### src/rtl/multdiv_pkg.sv
// Shared types and constants for the sequential multiply/divide unit.
// Latency: n/a (declarations only).
// Backpressure: n/a (declarations only).
// Contents: FSM state encodings, operation enum, signed-minimum helper.
package multdiv_pkg;

  // FSM state encodings (kept as plain constants for legacy tooling).
  localparam logic [1:0] IDLE = 2'd0;
  localparam logic [1:0] RUN  = 2'd1;
  localparam logic [1:0] DONE = 2'd2;

  typedef logic [1:0] state_t;

  typedef enum logic {
    OP_MUL = 1'b0,
    OP_DIV = 1'b1
  } op_e;

  // Most negative two's-complement value for a given width (width <= 64).
  function automatic logic [63:0] signed_min(input int unsigned width);
    return 64'd1 << (width - 1);
  endfunction

endpackage

### src/rtl/multdiv_iter_core.sv
// Iterative datapath: one shift-add (multiply) or restoring (divide) step per cycle on magnitudes.
// Latency: WIDTH steps after load; result/exception register on the step flagged last.
// Backpressure: none; load/step/last are driven by the controlling FSM.
// Ports: clock, reset (sync, active-high); load captures operand_a/operand_b/op_div;
//        step advances one iteration, last also applies sign fix-up and writes result/exception.
module multdiv_iter_core
  import multdiv_pkg::*;
#(
  parameter int WIDTH = 32
) (
  input  logic             clock,
  input  logic             reset,
  input  logic             load,
  input  logic             step,
  input  logic             last,
  input  logic             op_div,
  input  logic [WIDTH-1:0] operand_a,
  input  logic [WIDTH-1:0] operand_b,
  output logic [WIDTH-1:0] result,
  output logic             exception
);

  localparam logic [WIDTH-1:0] MIN_VAL = WIDTH'(signed_min(WIDTH));

  // hi: product high half / partial remainder; lo: multiplier / dividend-quotient
  logic [WIDTH-1:0] hi_q;
  logic [WIDTH-1:0] lo_q;
  logic [WIDTH-1:0] opb_mag_q;
  logic             neg_q;
  op_e              op_q;

  logic [WIDTH:0]   mul_sum;
  logic [WIDTH:0]   div_shift;
  logic [WIDTH+1:0] div_diff;
  logic [WIDTH-1:0] hi_n;
  logic [WIDTH-1:0] lo_n;
  logic [WIDTH-1:0] fix_res;
  logic             fix_exc;
  logic             unused_diff_msb;

  // |MIN| = 2^(WIDTH-1) still fits as an unsigned WIDTH-bit magnitude.
  function automatic logic [WIDTH-1:0] mag(input logic [WIDTH-1:0] v);
    return v[WIDTH-1] ? (WIDTH'(0) - v) : v;
  endfunction

  // Without a borrow the remainder is below the divisor, so bit WIDTH is always 0.
  assign unused_diff_msb = div_diff[WIDTH];

  always_comb begin
    mul_sum   = {1'b0, hi_q} + (lo_q[0] ? {1'b0, opb_mag_q} : '0);
    div_shift = {hi_q, lo_q[WIDTH-1]};
    div_diff  = {1'b0, div_shift} - {2'b00, opb_mag_q};
    hi_n      = hi_q;
    lo_n      = lo_q;
    if (op_q == OP_MUL) begin
      hi_n = mul_sum[WIDTH:1];
      lo_n = {mul_sum[0], lo_q[WIDTH-1:1]};
    end else if (div_diff[WIDTH+1]) begin
      // trial subtract borrowed: restore (keep shifted remainder), quotient bit 0
      hi_n = div_shift[WIDTH-1:0];
      lo_n = {lo_q[WIDTH-2:0], 1'b0};
    end else begin
      hi_n = div_diff[WIDTH-1:0];
      lo_n = {lo_q[WIDTH-2:0], 1'b1};
    end

    // Low half of the product and the quotient both end up in lo_n.
    fix_res = neg_q ? (WIDTH'(0) - lo_n) : lo_n;
    if (op_q == OP_MUL) begin
      // Fits iff magnitude < 2^(W-1), or == 2^(W-1) for a negative product.
      fix_exc = (hi_n != '0) || (lo_n[WIDTH-1] && !(neg_q && (lo_n == MIN_VAL)));
    end else begin
      // Only MIN / -1 yields a positive quotient of 2^(W-1).
      fix_exc = !neg_q && (lo_n == MIN_VAL);
    end
  end

  always_ff @(posedge clock) begin
    if (reset) begin
      hi_q      <= '0;
      lo_q      <= '0;
      opb_mag_q <= '0;
      neg_q     <= 1'b0;
      op_q      <= OP_MUL;
      result    <= '0;
      exception <= 1'b0;
    end else if (load) begin
      hi_q      <= '0;
      lo_q      <= mag(operand_a);
      opb_mag_q <= mag(operand_b);
      neg_q     <= operand_a[WIDTH-1] ^ operand_b[WIDTH-1];
      op_q      <= op_div ? OP_DIV : OP_MUL;
      if (op_div && (operand_b == '0)) begin
        // divide-by-zero completes immediately; no iterations follow
        result    <= '0;
        exception <= 1'b1;
      end
    end else if (step) begin
      hi_q <= hi_n;
      lo_q <= lo_n;
      if (last) begin
        result    <= fix_res;
        exception <= fix_exc;
      end
    end
  end

endmodule

### src/rtl/multdiv_seq_unit.sv
// Signed iterative multiply/divide unit with tag tracking for the execute stage.
// Latency: WIDTH+1 edges from accept to result_valid (1 edge for divide-by-zero).
// Backpressure: busy high while iterating; starts during busy or with flush are ignored.
// Ports: clock, reset (sync, active-high); start_mul/start_div/flush requests; operand_a/b, tag_in;
//        busy, result_valid (1-cycle pulse), result, exception, tag_out/is_mult/is_div (held since accept).
module multdiv_seq_unit
  import multdiv_pkg::*;
#(
  parameter  int WIDTH = 32,
  parameter  int TAG_W = 5,
  localparam int CNT_W = $clog2(WIDTH + 1)
) (
  input  logic             clock,
  input  logic             reset,
  input  logic             start_mul,
  input  logic             start_div,
  input  logic             flush,
  input  logic [WIDTH-1:0] operand_a,
  input  logic [WIDTH-1:0] operand_b,
  input  logic [TAG_W-1:0] tag_in,
  output logic             busy,
  output logic             result_valid,
  output logic [WIDTH-1:0] result,
  output logic             exception,
  output logic [TAG_W-1:0] tag_out,
  output logic             is_mult,
  output logic             is_div
);

  state_t           state;
  logic [CNT_W-1:0] counter;
  logic             accept;
  logic             div_zero;
  logic             last_iter;

  assign busy         = (state == RUN);
  assign result_valid = (state == DONE);

  // DONE accepts too, giving back-to-back issue; flush blocks any accept.
  assign accept    = (start_mul | start_div) && !flush && ((state == IDLE) || (state == DONE));
  // multiply wins when both starts are high
  assign div_zero  = !start_mul && start_div && (operand_b == '0);
  assign last_iter = (counter == CNT_W'(WIDTH - 1));

  always_ff @(posedge clock) begin
    if (reset) begin
      state   <= IDLE;
      counter <= '0;
      tag_out <= '0;
      is_mult <= 1'b0;
      is_div  <= 1'b0;
    end else if (accept) begin
      tag_out <= tag_in;
      is_mult <= start_mul;
      is_div  <= !start_mul;
      counter <= '0;
      state   <= div_zero ? DONE : RUN;
    end else begin
      case (state)
        RUN: begin
          if (flush) begin
            state <= IDLE;
          end else if (last_iter) begin
            state <= DONE;
          end else begin
            counter <= counter + 1'b1;
          end
        end
        DONE:    state <= IDLE;
        default: state <= IDLE;
      endcase
    end
  end

  multdiv_iter_core #(
    .WIDTH(WIDTH)
  ) u_core (
    .clock     (clock),
    .reset     (reset),
    .load      (accept),
    .step      (busy && !flush),
    .last      (last_iter),
    .op_div    (!start_mul),
    .operand_a (operand_a),
    .operand_b (operand_b),
    .result    (result),
    .exception (exception)
  );

endmodule

### config.mk
export PLATFORM = sky130hd
export DESIGN_NAME = multdiv_seq_unit
export DESIGN_NICKNAME = d
export VERILOG_FILES = /design/src/rtl/multdiv_pkg.sv /design/src/rtl/multdiv_iter_core.sv /design/src/rtl/multdiv_seq_unit.sv
export SDC_FILE = /design/constraint.sdc
export NUM_CORES = 1
export LEC_CHECK = 0
export BUFFER_PORTS_ARGS = -buffer_cell sky130_fd_sc_hd__buf_4
export CORE_UTILIZATION = 45
export CTS_CLUSTER_DIAMETER = 50
export CTS_CLUSTER_SIZE = 30
export DETAILED_ROUTE_END_ITERATION = 10
export GPL_ROUTABILITY_DRIVEN = 0
export HOLD_SLACK_MARGIN = 0.1
export PLACE_DENSITY = 0.7
export SLEW_MARGIN = 5
export SYNTH_ARGS = -nofsm -noshare
export SYNTH_HDL_FRONTEND = slang
export SYNTH_SLANG_ARGS = --single-unit
### constraint.sdc
create_clock -name clock -period 6.34 [get_ports clock]
set_clock_uncertainty 0.15 [all_clocks]
set_input_delay 0 -clock clock [delete_from_list [all_inputs] [get_ports clock]]
set_output_delay 0 -clock clock [all_outputs]
set_load 0.1 [all_outputs]
After elaboration in Yosys (flattened, before gate mapping):

Cells that the tools add are included.

* register bits: 146
* input port bits: 74

* $add $sub $neg: 6
* equality and inequality tests: 6
* multiplexer cells: 25
* bitwise operators: 4
* reduce and logical (&&, ||, !) cells: 23

Operators with widths (number)
* 32-bit two-way mux: 13
* 1-bit by 32-bit subtractor with 32-bit output (first input constant): 3
* 33-bit by 32-bit subtractor with 34-bit output: 1
* 32-bit by 33-bit adder with 33-bit output: 1
* 32-bit == test (second input constant): 1
* 32-bit logical NOT: 1
* 32-bit nonzero test: 1
* 2-bit two-way mux: 5
* 1-bit logical AND: 9
* 1-bit two-way mux: 7
* 6-bit by 1-bit adder with 6-bit output (second input constant): 1
* 6-bit by 5-bit == test with 1-bit output (second input constant): 1
* 3-bit AND reduction: 2
* 1-bit logical NOT: 4
* 4-bit by 2-bit inequality test with 1-bit output (second input constant): 1
* 2-bit nonzero test: 2
* 2-bit by 1-bit == test with 1-bit output (second input constant): 1
* 2-bit == test (second input constant): 1
* 2-bit logical NOT: 1
* 1-bit logical OR: 2
* 2-bit by 1-bit inequality test with 1-bit output (second input constant): 1
* 1-bit NOT: 2
* 2-bit OR reduction: 1
* 1-bit bitwise OR: 1
* 1-bit XOR: 1

Depth between registers and ports, before layout:

Gate-level depths: netlist of run 1.

* depth in word-level cells: 12
* depth in mapped cells: 23
* gate-level depth less buffers: 21

Cells and area by module:

From an unflattened synthesis of run 1, not the netlist that was laid out.

* cell total of the unflattened synthesis: 1662
* area, all modules: 12400.6 um^2

Modules (own cells, without submodules)
* multdiv_iter_core: instances 1, cells an instance 1575, area each 11672.4 um^2, sequential area each 2622.5 um^2
* multdiv_seq_unit: instances 1, cells an instance 87, area each 728.2 um^2, sequential area each 300.3 um^2

Worst setup path before layout of run 1:

Ideal clock, no wire load.

* path kind: reg-to-reg
* start: reg, netlist name is_div
* end: reg u_core.exception
* setup time: 121 ps
* data arrival time: 4995 ps
* required time: 6069 ps
* setup slack: 1074 ps
* stages on the path, launching flop included: 20
* buffers on the path: 6
* period minus slack after synthesis: 5266 ps
* path through: dfxtp_1 clkbuf_1 buf_2 buf_1 buf_2 buf_1 clkbuf_1 nand2_1 o21ai_0 ha_1 nand2_1 or4b_1 or2_1 nor4_1 nand2_1 a2bb2oi_1 nor4_1 nand4_1 nor4_1 nor2_1

RTL lines
* end signal, assigned: line multdiv_iter_core.sv:103 `exception <= fix_exc;`
* end, declared: line multdiv_iter_core.sv:20 `output logic exception`

Worst setup path after layout of run 1:

* start: reg u_core.opb_mag_q[24]
* end: reg u_core.exception

* longest elaborated chain between the ends: 12
* elaborated cells on any way between the ends: 18
* those cells by class: 2 x add/sub; 1 x eq/ne; 9 x mux; 6 x reduce/logical

RTL lines
* start, declared: line multdiv_iter_core.sv:28 `logic [WIDTH-1:0] opb_mag_q;`
* start signal, assigned: line multdiv_iter_core.sv:90 `opb_mag_q <= mag(operand_b);`
* 33-bit by 32-bit subtractor with 34-bit output: line multdiv_iter_core.sv:52 `div_diff = {1'b0, div_shift} - {2'b00, opb_mag_q};`
* 1-bit two-way mux: line multdiv_iter_core.sv:58 `end else if (div_diff[WIDTH+1]) begin`
* 32-bit two-way mux: line multdiv_iter_core.sv:55 `if (op_q == OP_MUL) begin`
* 32-bit == test: line multdiv_iter_core.sv:71, multdiv_iter_core.sv:74
* 1-bit logical AND: line multdiv_iter_core.sv:71 `fix_exc = (hi_n != '0) || (lo_n[WIDTH-1] && !(neg_q && (lo_n == MIN_VAL)));`
* 1-bit logical NOT: line multdiv_iter_core.sv:71
* 1-bit logical AND: line multdiv_iter_core.sv:71
* 1-bit logical OR: line multdiv_iter_core.sv:71
* 1-bit two-way mux (*): line multdiv_iter_core.sv:69 `if (op_q == OP_MUL) begin`
* 1-bit two-way mux (*): line multdiv_iter_core.sv:101 `if (last) begin`
* 1-bit two-way mux (*): line multdiv_iter_core.sv:98 `end else if (step) begin`
* 1-bit two-way mux (*): line multdiv_iter_core.sv:87 `end else if (load) begin`

Every way passes the cells marked *; elsewhere a longest branch is shown, timed or not. The select of a mux whose other input is x is not followed.
A chain may end at the register's enable or synchronous reset.

==> results of run 1 <==
[worst max-delay path: cells and delay by family, from the launching register on]
kind | cells | cell delay, ps
DFF | 1 | 350
AOI/OAI and AO/OA | 7 | 1490
and+or+nand+nor | 11 | 2200
buffers and inverters | 2 | 260
adders and majority gates | 2 | 620
[repair_timing]
action,CTS,global route
endpoints found under the hold margin,90,0
gates resized for setup,0,0
endpoints found under the setup margin,0,0
hold buffers,140,0
[state kept, by name, indices dropped and copies added, names as in the netlist]
| register | count |
|---|---|
| u_core.exception | 1 |
| u_core.result | 32 |
| u_core.hi_q | 32 |
| is_mult | 1 |
| state | 2 |
| u_core.neg_q | 1 |
| counter | 6 |
| u_core.lo_q | 32 |
| u_core.opb_mag_q | 32 |
| is_div | 1 |
| tag_out | 5 |
[logic make-up (layout without fill, tap and decap cells)]
logic type | Yosys count | after routing
AOI/OAI and AO/OA | 494 | 494
xor gates and xnor gates | 141 | 141
adders and majority gates | 70 | 70
buffers and inverters | 160 | 367
DFF | 145 | 145
muxes | 42 | 42
and+or+nand+nor | 583 | 583
[final timing paths]
check	startpoint	to	slack, ps	cells after the start
worst max-delay path	u_core.opb_mag_q[24]$_SDFFE_PP0P_	u_core.exception$_SDFFE_PP0P_	1170	22
worst min-delay path	start_div	state[1]$_SDFFE_PP0P_	310	4
worst max register to register	u_core.opb_mag_q[24]$_SDFFE_PP0P_	u_core.exception$_SDFFE_PP0P_	1170	22
worst min register to register	u_core.opb_mag_q[22]$_SDFFE_PP0P_	u_core.opb_mag_q[22]$_SDFFE_PP0P_	330	2
[Yosys cell counts (all sizes together), types with 38 or more instances]
| master | instances | share of area |
|---|---|---|
| dfxtp | 145 | 0.24 |
| a211oi | 82 | 0.051 |
| xor2 | 80 | 0.058 |
| a21oi | 117 | 0.048 |
| inv | 59 | 0.018 |
| clkbuf | 81 | 0.025 |
| mux2i | 38 | 0.031 |
| xnor2 | 61 | 0.044 |
| o21ai | 82 | 0.034 |
| nor2 | 196 | 0.060 |
| ha | 68 | 0.070 |
| nor3 | 41 | 0.017 |
| nand2 | 149 | 0.046 |
[stage by stage]
step / cells / setup slack [ps]
4_1_cts: 2177 / 1220
2_1_floorplan: 1635 / 1070
5_1_grt: 2177 / 754
6_report: 2177 / 1170
3_3_place_gp: 2005 / 1370
3_5_place_dp: 2005 / 1250
[layout make-up]
cell class	count	area, sq um	area share
clock inverter	12	169	0.0111
timing repair buffer	275	2410	0.158
clock buffer	20	467	0.0306
sequential	145	2910	0.190
multi-input combinational	1330	8670	0.568
tap	335	419	0.0274
inverter	60	225	0.0147
[power groups by stage]
stage	sequential, uW	clock (uW)	combinational, uW
after floorplan	1020	0	601
after global placement	1020	0	851
after detailed placement	1030	0	854
after CTS	1010	1110	948
after global routing	1010	1150	1060
final	1010	1110	977
[routing by layer]
layer	vias to the layer above	part of all wire
met3	91	0.093
li1	6334	-
met4	2	0.027
met1	6207	0.44
met2	645	0.44
met5	-	0.00031
==> results.json, run 1 <==
{
  "synth_warnings": 0,
  "setup_total_negative_slack_ps": 0,
  "core_area_sq_um": 26300,
  "clkPwrFrac": 0.358,
  "ys_async_sr_fraction": 0,
  "vias": 13300,
  "yosysSeqAreaShare": 0.239,
  "path_cells": "inv_1, ha_1, a21oi_1, o21ai_0, a211o_1, a31oi_1, o21ai_1, buf_4, nor2_1, nand2_1, o21ai_0, ha_1, nand2_1, or4b_1, or2_1, nor4_1, nand2_1, a2bb2oi_1, nor4_1, nand4_1, nor4_1, nor2_1",
  "finalPower_uw": 3100,
  "place_hpwl_um": 29100,
  "worstMarginPinSlew_ps": 965,
  "die_y_um": 166,
  "routedWlPerCell_um": 19.1,
  "synth_compound_area_frac": 0.271,
  "gr-usage-met3": 0.0608,
  "avgSynthCellArea_sq_um": 7.44,
  "cp.arrival_ps": 5340,
  "post_cts_buffers": 0,
  "grt_pass1_wl_um": 65600,
  "grt_overflow": 0,
  "clock_latency_ps": 430,
  "num_rows": 59,
  "finalNetCount": 1973,
  "finalSetupViolCount": 0,
  "drive_above_1_share": 0.106,
  "end_kind": "register",
  "diodes": 0,
  "cpPeakStageDelay_ps": 530,
  "rsz0062_at_grt": "false",
  "hold_viol_final": 0,
  "grt_most_used_layer": "met2",
  "use_met1": 0.402,
  "first_global_vias": 12300,
  "grt_max_degree": 72,
  "peakVddDrop_mv": 0.194,
  "worstSetupStartpointType": "register",
  "dpl-instance-area_sq_um": 13200,
  "ys_seq_elements": 145,
  "clkSinkCount": 145,
  "finalCriticalPeriod_ps": 5170,
  "drt_iter0_drc": 1343,
  "nFillCells": 2362,
  "power_frac_seq": 0.327,
  "whs_ps": 310,
  "clk_pin_slew_worst_paths_ps": 70,
  "mostFrequentLayoutCell": "nor2_1",
  "crit_type": "register to register",
  "yosys.area_share.simple": 0.230,
  "cp_max_fo": 15,
  "first_pass_iters": 9,
  "slew_headroom": 0.357,
  "antenna_found_initial": 1,
  "synthCells": 1635,
  "mostFrequentLayoutCells": "nor2_1 (196), nand2_1 (149), dfxtp_1 (144)",
  "cts_tree": "done",
  "htreeDepth": 4,
  "cell_internal_pwr_uw": 2020,
  "sw_frac_of_total": 0.348,
  "wl_um": 41700,
  "power.density_nw_per_um2": 203,
  "synth-xor-area-share": 0.101,
  "finalCritPeriodShare": 0.816,
  "maxSlewViolCount": 0,
  "min_path_type": "input port to register",
  "cts_max_path_buffers": 2,
  "via_per_inst": 6.10,
  "fmax_ghz": 0.193,
  "violations": "DRC",
  "syn_nets": 1779,
  "io_pins": 116,
  "combPwrFrac": 0.316,
  "outcome": "finished, violations left",
  "yosys.cell_types.count": 79,
  "ys.flop_type": "dfxtp_1",
  "syn_to_final_growth_pct": 25.5,
  "cts_root_buffer": "clkbuf_16",
  "route.detailed.drc": 1,
  "synthAdderAreaFrac": 0.0732,
  "io_buffers": 115,
  "ant_nets": 0,
  "syn_area_sq_um": 12200,
  "use_met2": 0.461,
  "p_sw_uw": 1080,
  "worst_path_max_delay_cell": "or4b_1",
  "synth_edf_count": 0,
  "synthMuxAreaShare": 0.0350,
  "synth_top_family_by_area": "compound AO/OA/AOI/OAI gates",
  "dieArea_sq_um": 27700,
  "final_area_sq_um": 15300,
  "start_util": 0.463,
  "p_leak_uw": 0.00614,
  "required_ps": 6510,
  "postLayoutCoreUtil": 0.581,
  "maxCapViolCount": 0,
  "die_x_um": 166,
  "cts_made_buffers": 17,
  "grt_use_total": 0.295
}
(Power assumes the default switching activity.)
==> inputs of run 2 (changes only) <==
--- a/config.mk
+++ b/config.mk
@@ -12,7 +12,7 @@
 export DETAILED_ROUTE_END_ITERATION = 10
 export GPL_ROUTABILITY_DRIVEN = 0
 export HOLD_SLACK_MARGIN = 0.1
-export PLACE_DENSITY = 0.7
+export PLACE_DENSITY = 0.73
 export SLEW_MARGIN = 5
 export SYNTH_ARGS = -nofsm -noshare
 export SYNTH_HDL_FRONTEND = slang
==> constraint.sdc (replaced) <==
create_clock -name clock -period 4.7 [get_ports clock]
set_clock_uncertainty 0.15 [all_clocks]
set_input_delay 0 -clock clock [delete_from_list [all_inputs] [get_ports clock]]
set_output_delay 0 -clock clock [all_outputs]
set_load 0.1 [all_outputs]
==> results.json, run 2 (synthesis results as in run 1) <==
{
  "cts_root_buffer": "clkbuf_16",
  "power.density_nw_per_um2": 272,
  "finalNetCount": 1996,
  "hold_viol_final": 0,
  "vias": 13600,
  "core_area_sq_um": 26300,
  "clk_pin_slew_worst_paths_ps": 70,
  "cp_max_fo": 14,
  "peakVddDrop_mv": 0.249,
  "finalCritPeriodShare": 0.936,
  "maxSlewViolCount": 0,
  "sw_frac_of_total": 0.359,
  "die_y_um": 166,
  "drive_above_1_share": 0.144,
  "dpl-instance-area_sq_um": 13400,
  "antenna_found_initial": 1,
  "p_sw_uw": 1530,
  "clock_latency_ps": 440,
  "combPwrFrac": 0.326,
  "dieArea_sq_um": 27700,
  "via_per_inst": 6.17,
  "cts_max_path_buffers": 2,
  "power_frac_seq": 0.320,
  "whs_ps": 309,
  "p_leak_uw": 0.00627,
  "slew_headroom": 0.300,
  "crit_type": "register to register",
  "mostFrequentLayoutCell": "nor2_1",
  "fmax_ghz": 0.227,
  "cp.arrival_ps": 4600,
  "rsz0062_at_grt": "false",
  "dp_cells": 2029,
  "syn_to_final_growth_pct": 28.8,
  "grt_overflow": 0,
  "place_hpwl_um": 29100,
  "first_global_vias": 12900,
  "outcome": "finished, violations left",
  "final_cells": 2202,
  "finalSetupViolCount": 0,
  "required_ps": 4900,
  "ant_nets": 0,
  "mostFrequentLayoutCells": "nor2_1 (194), buf_4 (162), nand2_1 (148)",
  "io_buffers": 115,
  "num_rows": 59,
  "clkPwrFrac": 0.353,
  "grt_pass1_wl_um": 67900,
  "htreeDepth": 4,
  "grt_use_total": 0.302,
  "maxCapViolCount": 0,
  "die_x_um": 166,
  "wl_um": 42600,
  "grt_max_degree": 71,
  "clkSinkCount": 145,
  "end_kind": "register",
  "min_path_type": "input port to register",
  "worstSetupStartpointType": "register",
  "io_pins": 116,
  "final_area_sq_um": 15700,
  "cts_made_buffers": 17,
  "cts_tree": "done",
  "cell_internal_pwr_uw": 2740,
  "start_util": 0.463,
  "finalCriticalPeriod_ps": 4400,
  "violations": "DRC",
  "routedWlPerCell_um": 19.3,
  "setup_total_negative_slack_ps": 0,
  "worstMarginPinSlew_ps": 1050,
  "route.detailed.drc": 2,
  "drt_iter0_drc": 1498,
  "first_pass_iters": 10
}
## run 2: power by group through the flow
stage               Clock (uW)  Sequential (uW)  Combinational [uW]
global placement             0             1390                1160
finish                    1510             1370                1390
CTS                       1500             1360                1300
detailed placement           0             1390                1180
floorplan                    0             1380                 811
global route              1550             1370                1500
## run 2: critical path, cell delays in order (launching register included)
cell and delay, ps:
dfxtp_2 510, and2_1 250, ha_1 260, a211oi_1 300, o21bai_1 170, a311oi_2 270
buf_4 210, o211ai_1 220, a221oi_2 430, o211ai_1 220, a221oi_1 470, mux2_2 400
or3_1 350, a21oi_1 120
## run 2: worst paths after layout
kind | startpoint | end | slack [ps] | cells past startpoint
hold / removal | operand_a[0] | u_core.lo_q[0]$_SDFFE_PP0P_ | 310 | 4
hold reg to reg | u_core.opb_mag_q[22]$_SDFFE_PP0P_ | u_core.opb_mag_q[22]$_SDFFE_PP0P_ | 320 | 2
setup / recovery | u_core.lo_q[0]$_SDFFE_PP0P_ | u_core.hi_q[30]$_SDFFE_PP0P_ | 300 | 13
setup reg to reg | u_core.lo_q[0]$_SDFFE_PP0P_ | u_core.hi_q[30]$_SDFFE_PP0P_ | 300 | 13
## run 2: layout make-up
cell class                 count  area [sq um]
sequential                   145          2920
fill                        2238         10600
tap                          335           419
timing repair buffer         298          2580
multi-input combinational   1330          8890
clock inverter                15           215
clock buffer                  17           425
antenna                        2          5.00
inverter                      60           225
## run 2: timing repair
| action | 4_1_cts | 5_1_grt |
|---|---|---|
| hold endpoints to repair | 94 | 0 |
| resized for setup | 2 | 52 |
| pin swaps | 0 | 6 |
| hold buffers | 136 | 0 |
| setup buffers | 0 | 3 |
| setup endpoints to repair | 1 | 6 |
## run 2: through the flow
step	setup WS (ps)	power (uW)	utilization
after floorplan	35.0	2190	-
after global placement	85.0	2550	0.511
after detailed placement	17.6	2560	0.511
after CTS	28.3	4160	0.587
after global routing	20.9	4430	0.596
final	302	4270	0.596
## run 2: routing by layer
metal	vias up	GRT usage	routed length (um)
li1	6379	-	-
met1	6397	0.398	18400
met2	685	0.470	18800
met3	119	0.0806	4060
met4	0	0.115	1280
met5	-	0	0
